==> src/rtl/ika2151_pkg.sv <==
// ---------------------------------------------------------------------------
// ika2151_pkg
// Shared definitions for the IKA2151 interval timer array.
//   timer_state_t   : per-channel FSM state encoding
//   MAX_TIMERS      : largest supported channel count
//   timer_params_ok : elaboration-time range check for the array parameters
// ---------------------------------------------------------------------------
package ika2151_pkg;

  typedef enum logic [1:0] {
    ST_IDLE  = 2'd0,
    ST_LOAD  = 2'd1,
    ST_COUNT = 2'd2,
    ST_DONE  = 2'd3
  } timer_state_t;

  localparam int MAX_TIMERS = 8;

  function automatic bit timer_params_ok(input int num_timers,
                                         input int cnt_width,
                                         input int prescale_width);
    return (num_timers >= 1) && (num_timers <= MAX_TIMERS) &&
           (cnt_width >= 1) && (prescale_width >= 1);
  endfunction

endpackage

==> src/rtl/ika2151_timer_ch.sv <==
// ---------------------------------------------------------------------------
// ika2151_timer_ch
// One interval-timer channel: run-edge detect, IDLE/LOAD/COUNT/DONE FSM,
// tick prescaler, up-counter with reload, overflow pulse and sticky flag.
// Ports:
//   i_EMUCLK        master clock, all state on rising edge
//   i_MRST          synchronous active-high reset
//   i_TICK          one-cycle timebase strobe
//   i_TEST_FASTCNT  every clock is a tick and the prescaler is bypassed
//   i_LOAD_VAL      reload value
//   i_PRESCALE      divider; p counts once per p+1 ticks
//   i_RUN           channel enable level
//   i_ONESHOT       stop in DONE after first overflow
//   i_IRQ_EN        overflow sets the flag
//   i_FLAG_RST      one-cycle flag clear
//   o_CNT           counter value
//   o_OVFL          one-cycle overflow pulse
//   o_FLAG          sticky overflow flag
// ---------------------------------------------------------------------------
module ika2151_timer_ch
  import ika2151_pkg::*;
#(
  parameter int CNT_WIDTH      = 10,
  parameter int PRESCALE_WIDTH = 4
) (
  input  logic                      i_EMUCLK,
  input  logic                      i_MRST,
  input  logic                      i_TICK,
  input  logic                      i_TEST_FASTCNT,
  input  logic [CNT_WIDTH-1:0]      i_LOAD_VAL,
  input  logic [PRESCALE_WIDTH-1:0] i_PRESCALE,
  input  logic                      i_RUN,
  input  logic                      i_ONESHOT,
  input  logic                      i_IRQ_EN,
  input  logic                      i_FLAG_RST,
  output logic [CNT_WIDTH-1:0]      o_CNT,
  output logic                      o_OVFL,
  output logic                      o_FLAG
);

  timer_state_t              state;
  logic [CNT_WIDTH-1:0]      cnt;
  logic [PRESCALE_WIDTH-1:0] pre;
  logic                      run_d;

  logic run_rise;
  logic pre_hit;
  logic step;
  logic wrap;

  // NOTE: every signal assigned in always_comb gets a value on every path,
  // otherwise synthesis infers a latch.
  always_comb begin
    run_rise = i_RUN & ~run_d;
    pre_hit  = (pre == i_PRESCALE);
    step     = 1'b0;
    if (state == ST_COUNT && i_RUN) begin
      step = i_TEST_FASTCNT | (i_TICK & pre_hit);
    end
    wrap = step & (&cnt);
  end

  always_ff @(posedge i_EMUCLK) begin
    // NOTE: reset is synchronous and covers every state register; a reset
    // mid-count abandons the count and clears the run history so that a
    // held-high i_RUN is treated as a fresh rising edge.
    if (i_MRST) begin
      state  <= ST_IDLE;
      cnt    <= '0;
      pre    <= '0;
      run_d  <= 1'b0;
      o_OVFL <= 1'b0;
      o_FLAG <= 1'b0;
    end else begin
      // NOTE: sequential state uses non-blocking assignments so every
      // register samples the pre-edge values of the others.
      run_d  <= i_RUN;
      o_OVFL <= wrap;

      // Set wins over a same-cycle clear.
      if (wrap && i_IRQ_EN) begin
        o_FLAG <= 1'b1;
      end else if (i_FLAG_RST) begin
        o_FLAG <= 1'b0;
      end

      unique case (state)
        ST_IDLE: begin
          if (run_rise) state <= ST_LOAD;
        end

        ST_LOAD: begin
          if (!i_RUN) begin
            state <= ST_IDLE;
          end else begin
            cnt   <= i_LOAD_VAL;
            pre   <= '0;
            state <= ST_COUNT;
          end
        end

        ST_COUNT: begin
          if (!i_RUN) begin
            // Pause: counter and prescaler keep their values.
            state <= ST_IDLE;
          end else if (i_TEST_FASTCNT) begin
            // Test mode steps every cycle; the prescaler is left untouched.
            cnt <= wrap ? i_LOAD_VAL : cnt + 1'b1;
            if (wrap && i_ONESHOT) state <= ST_DONE;
          end else if (i_TICK) begin
            if (pre_hit) begin
              pre <= '0;
              cnt <= wrap ? i_LOAD_VAL : cnt + 1'b1;
              if (wrap && i_ONESHOT) state <= ST_DONE;
            end else begin
              pre <= pre + 1'b1;
            end
          end
        end

        ST_DONE: begin
          if (!i_RUN) state <= ST_IDLE;
        end

        default: state <= ST_IDLE;
      endcase
    end
  end

  assign o_CNT = cnt;

endmodule

==> src/rtl/ika2151_timer_array.sv <==
// ---------------------------------------------------------------------------
// ika2151_timer_array
// NUM_TIMERS independent interval timers sharing one timebase tick and one
// active-low interrupt line.
// Ports:
//   i_EMUCLK, i_MRST        clock and synchronous active-high reset
//   i_TICK, i_TEST_FASTCNT  timebase strobe and fast-count test mode
//   i_LOAD_VAL, i_PRESCALE  packed per-channel reload and divider fields
//   i_RUN, i_ONESHOT, i_IRQ_EN, i_FLAG_RST  per-channel control bits
//   o_CNT                   packed per-channel counter values
//   o_OVFL, o_FLAG          per-channel overflow pulse and sticky flag
//   o_IRQ_n                 low while any flag is set
// ---------------------------------------------------------------------------
module ika2151_timer_array
  import ika2151_pkg::*;
#(
  parameter int NUM_TIMERS     = 2,
  parameter int CNT_WIDTH      = 10,
  parameter int PRESCALE_WIDTH = 4
) (
  input  logic                               i_EMUCLK,
  input  logic                               i_MRST,
  input  logic                               i_TICK,
  input  logic                               i_TEST_FASTCNT,
  input  logic [NUM_TIMERS*CNT_WIDTH-1:0]    i_LOAD_VAL,
  input  logic [NUM_TIMERS*PRESCALE_WIDTH-1:0] i_PRESCALE,
  input  logic [NUM_TIMERS-1:0]              i_RUN,
  input  logic [NUM_TIMERS-1:0]              i_ONESHOT,
  input  logic [NUM_TIMERS-1:0]              i_IRQ_EN,
  input  logic [NUM_TIMERS-1:0]              i_FLAG_RST,
  output logic [NUM_TIMERS*CNT_WIDTH-1:0]    o_CNT,
  output logic [NUM_TIMERS-1:0]              o_OVFL,
  output logic [NUM_TIMERS-1:0]              o_FLAG,
  output logic                               o_IRQ_n
);

  if (!timer_params_ok(NUM_TIMERS, CNT_WIDTH, PRESCALE_WIDTH)) begin : g_bad_params
    $error("ika2151_timer_array: parameter out of range");
  end

  for (genvar k = 0; k < NUM_TIMERS; k++) begin : g_ch
    ika2151_timer_ch #(
      .CNT_WIDTH      (CNT_WIDTH),
      .PRESCALE_WIDTH (PRESCALE_WIDTH)
    ) u_ch (
      .i_EMUCLK       (i_EMUCLK),
      .i_MRST         (i_MRST),
      .i_TICK         (i_TICK),
      .i_TEST_FASTCNT (i_TEST_FASTCNT),
      .i_LOAD_VAL     (i_LOAD_VAL[k*CNT_WIDTH +: CNT_WIDTH]),
      .i_PRESCALE     (i_PRESCALE[k*PRESCALE_WIDTH +: PRESCALE_WIDTH]),
      .i_RUN          (i_RUN[k]),
      .i_ONESHOT      (i_ONESHOT[k]),
      .i_IRQ_EN       (i_IRQ_EN[k]),
      .i_FLAG_RST     (i_FLAG_RST[k]),
      .o_CNT          (o_CNT[k*CNT_WIDTH +: CNT_WIDTH]),
      .o_OVFL         (o_OVFL[k]),
      .o_FLAG         (o_FLAG[k])
    );
  end

  // Open-drain style: line pulled low by any set flag.
  assign o_IRQ_n = ~|o_FLAG;

endmodule

==> config.mk <==
export PLATFORM = sky130hd
export DESIGN_NAME = ika2151_timer_array
export DESIGN_NICKNAME = d
export VERILOG_FILES = /design/src/rtl/ika2151_pkg.sv /design/src/rtl/ika2151_timer_ch.sv /design/src/rtl/ika2151_timer_array.sv
export SDC_FILE = /design/constraint.sdc
export NUM_CORES = 1
export LEC_CHECK = 0
export ABC_AREA = 1
export CORE_MARGIN = 2
export CORE_UTILIZATION = 57
export CTS_BUF_LIST = sky130_fd_sc_hd__clkbuf_16
export CTS_CLUSTER_DIAMETER = 50
export DETAILED_ROUTE_END_ITERATION = 12
export DONT_BUFFER_PORTS = 1
export PLACE_DENSITY = 0.82
export SLEW_MARGIN = 10
export SYNTH_ARGS = -nofsm -noshare
export SYNTH_HDL_FRONTEND = slang
export SYNTH_SLANG_ARGS = --single-unit
==> constraint.sdc <==
create_clock -name i_EMUCLK -period 2.4 [get_ports i_EMUCLK]
set_clock_uncertainty 0.15 [all_clocks]
set_input_delay 0.48 -clock i_EMUCLK [delete_from_list [all_inputs] [get_ports i_EMUCLK]]
set_output_delay 0.48 -clock i_EMUCLK [all_outputs]
set_load 0.02 [all_outputs]
==> flow_metrics.env <==
export IMPL_status="finished clean"
export IMPL_post_route_period_util_pct=85.25
export IMPL_antenna_found_initial=0
export IMPL_pre_cts_ws_ns=0.3830
export IMPL_synth_seq_cells=38
export IMPL_ir_drop_uv=332.8
export IMPL_powerDensity_nw_per_um2=770.6
export IMPL_cts_max_level=2
export IMPL_cts_sinks=38
export IMPL_synthCells=379
export IMPL_yosysTopAreaCell="dfxtp_1"
export IMPL_hold_class="in -> reg"
export IMPL_die_y_um=69.73
export IMPL_timing_fmax_ghz=0.4888
export IMPL_place_congestion=0.8319
export IMPL_drive_gt1_share_pct=9.922
export IMPL_drc=0
export IMPL_fillers=379
export IMPL_root_buffer="clkbuf_16"
export IMPL_rsz0062_at_grt="false"
export IMPL_yosysMostFrequentCell="nand2_1"
export IMPL_drtAntennaViolNets=0
export IMPL_syn_avg_cell_area_um2=6.497
export IMPL_synth_cell_area_um2=2462
export IMPL_critPathCaptureType="flop"
export IMPL_worst_skew_pair_late_latency_ns=0.28
export IMPL_synth_nets=423
export IMPL_clock_path_buffers=2
export IMPL_yosysSeqAreaShare_pct=30.89
export IMPL_vias_per_cell=5.259
export IMPL_critPathLaunchType="flop"
export IMPL_post_dp_hpwl_um=4042
export IMPL_grt_usage_pct=24.17
export IMPL_crit_path_cell_trace="ha_1 > nand2_1 > nor2_4 > nand3_4 > nor2_4 > nand3_4 > o21bai_2 > nand2_1 > nor2_1 > nor2_1"
export IMPL_async_flop_share_pct=0
export IMPL_ff2ff_setup_slack_ns=0.35
export IMPL_arrival_ns=2.08
export IMPL_synth_top_area_share_pct=30.89
export IMPL_final_nets=426
export IMPL_crit_fanout=8
export IMPL_fin_crit_ns=2.046
export IMPL_p_leak_nw=1.277
export IMPL_ys_flop_type="dfxtp_1"
export IMPL_setup_viol=0
export IMPL_drt_iter0_markers=78
export IMPL_cts_buffers=5
export IMPL_wirelength_um=5492
export IMPL_post_cts_resized=0
export IMPL_grt_pass1_vias=2264
export IMPL_dr_total_vias=2277
export IMPL_critical_path_class="reg -> reg"
export IMPL_numPortBuffers=0
export IMPL_start_util_pct=60.26
export IMPL_grt_pass1_wl_um=9687
export IMPL_synthDistinctLibCells=33
export IMPL_pin_count=65
export IMPL_row_count=23
export IMPL_ys_warn_count=0
export IMPL_cts_clk_slew_worst_paths_ns=0.06
export IMPL_fin_setup_tns_ns=0
export IMPL_cts_hold_buffers=0
export IMPL_syn2layout_area_growth_pct=8.130
export IMPL_worstMarginPinSlew_ns=0.5177
export IMPL_maxSlewHeadroom_pct=65.17
export IMPL_cp_slowest_cell="dfxtp_1"
export IMPL_cp_buffers_inverters=0
export IMPL_grt_max_degree=20
export IMPL_synthTopCellsByCount="nand2_1 (101), inv_1 (58), dfxtp_1 (38)"
export IMPL_hold_violations=0
export IMPL_final_max_slew_viol_count=0
export IMPL_core_area_um2=4086
export IMPL_maxCapViolCount=0
export IMPL_synth_area_top_cells="dfxtp_1 (31%), nand2_1 (15%), inv_1 (8.8%)"
export IMPL_diodes=0
export IMPL_cp_top_family="simple AND/OR/NAND/NOR gates"
export IMPL_slowest_delay_ns=0.48
export IMPL_fin_ws_ns=0.3541
export IMPL_post_cts_setup_buffers=0
export IMPL_synth_edff_count=0
export IMPL_fp_dieW_um=69.73
export IMPL_cts_tree="done"
export IMPL_routedWlPerCell_um=12.68
export IMPL_overflow=0
export IMPL_crit_required_ns=2.43
export IMPL_drtPass1Iterations=4
export IMPL_dieArea_um2=4862
==> routing by layer <==
| layer | share of wire (%) | vias to the layer above | global-route usage, % |
|---|---|---|---|
| met5 | 0 | - | 0 |
| met1 | 43 | 1014 | 28.17 |
| met3 | 6.7 | 9 | 6.977 |
| met2 | 48 | 60 | 40.38 |
| met4 | 2.1 | 0 | 12.18 |
| li1 | - | 1194 | - |
==> metrics by stage <==
step                      area (um^2)  hold WS [ns]  utilization, %  power, mW  instances
after floorplan                  2462        0.3094               -      1.215        379
after CTS                        2663        0.1091           65.16      2.060        433
after detailed placement         2497        0.3380           61.11      1.310        425
after global placement           2497        0.3358           61.11      1.289        425
final                            2663        0.1097           65.16      2.052        433
after global routing             2663        0.1059           65.16      2.181        433
==> cells in the final DEF (no fill, tap or decap), types with 8 or more instances in the layout <==
master     n
o21ai_1   10
dfxtp_1   38
nor2_1    34
nand3_1   21
inv_1     58
buf_4      8
o21ai_0   21
a21oi_1   26
nand2_1  101
xor2_1    11
==> state kept, by name (all words and copies together), names as in the netlist <==
signal            flops
g_ch.u_ch.o_FLAG      2
g_ch.u_ch.o_CNT      20
g_ch.u_ch.pre         8
g_ch.u_ch.o_OVFL      2
g_ch.u_ch.run_d       2
g_ch.u_ch.state       4
==> cell type report <==
type | count | area (um^2) | share of cell area, %
Sequential cell | 38 | 760.7 | 28.57
Tap cell | 50 | 62.56 | 2.350
Timing Repair Buffer | 8 | 60.06 | 2.256
Clock inverter | 3 | 40.04 | 1.504
Multi-Input combinational cell | 269 | 1389 | 52.16
Clock buffer | 5 | 125.1 | 4.699
Inverter | 60 | 225.2 | 8.459
==> logic make-up after synthesis <==
family	share of synthesized area [%]
compound gates	13.87
simple gates	35.47
mux	0.4065
fa+ha+maj	2.033
flops	30.89
xor+xnor	4.624
buf+inv	12.70
==> path summary, 6_finish.rpt <==
check,from,end,depth (start not counted)
max,g_ch[1].u_ch.o_CNT[1],g_ch[1].u_ch.state[0],10
min,i_MRST,g_ch[1].u_ch.o_CNT[7],1
max reg2reg,g_ch[1].u_ch.o_CNT[1],g_ch[1].u_ch.state[0],10
min reg2reg,g_ch[0].u_ch.pre[2],g_ch[0].u_ch.pre[2],2
==> where the power goes <==
group          switching [mW]  internal [mW]  leakage, nW
clock                   0.262          0.486       0.0836
sequential              0.124          0.705        0.310
combinational           0.302          0.174        0.884
Power figures use the tool's default switching activity.
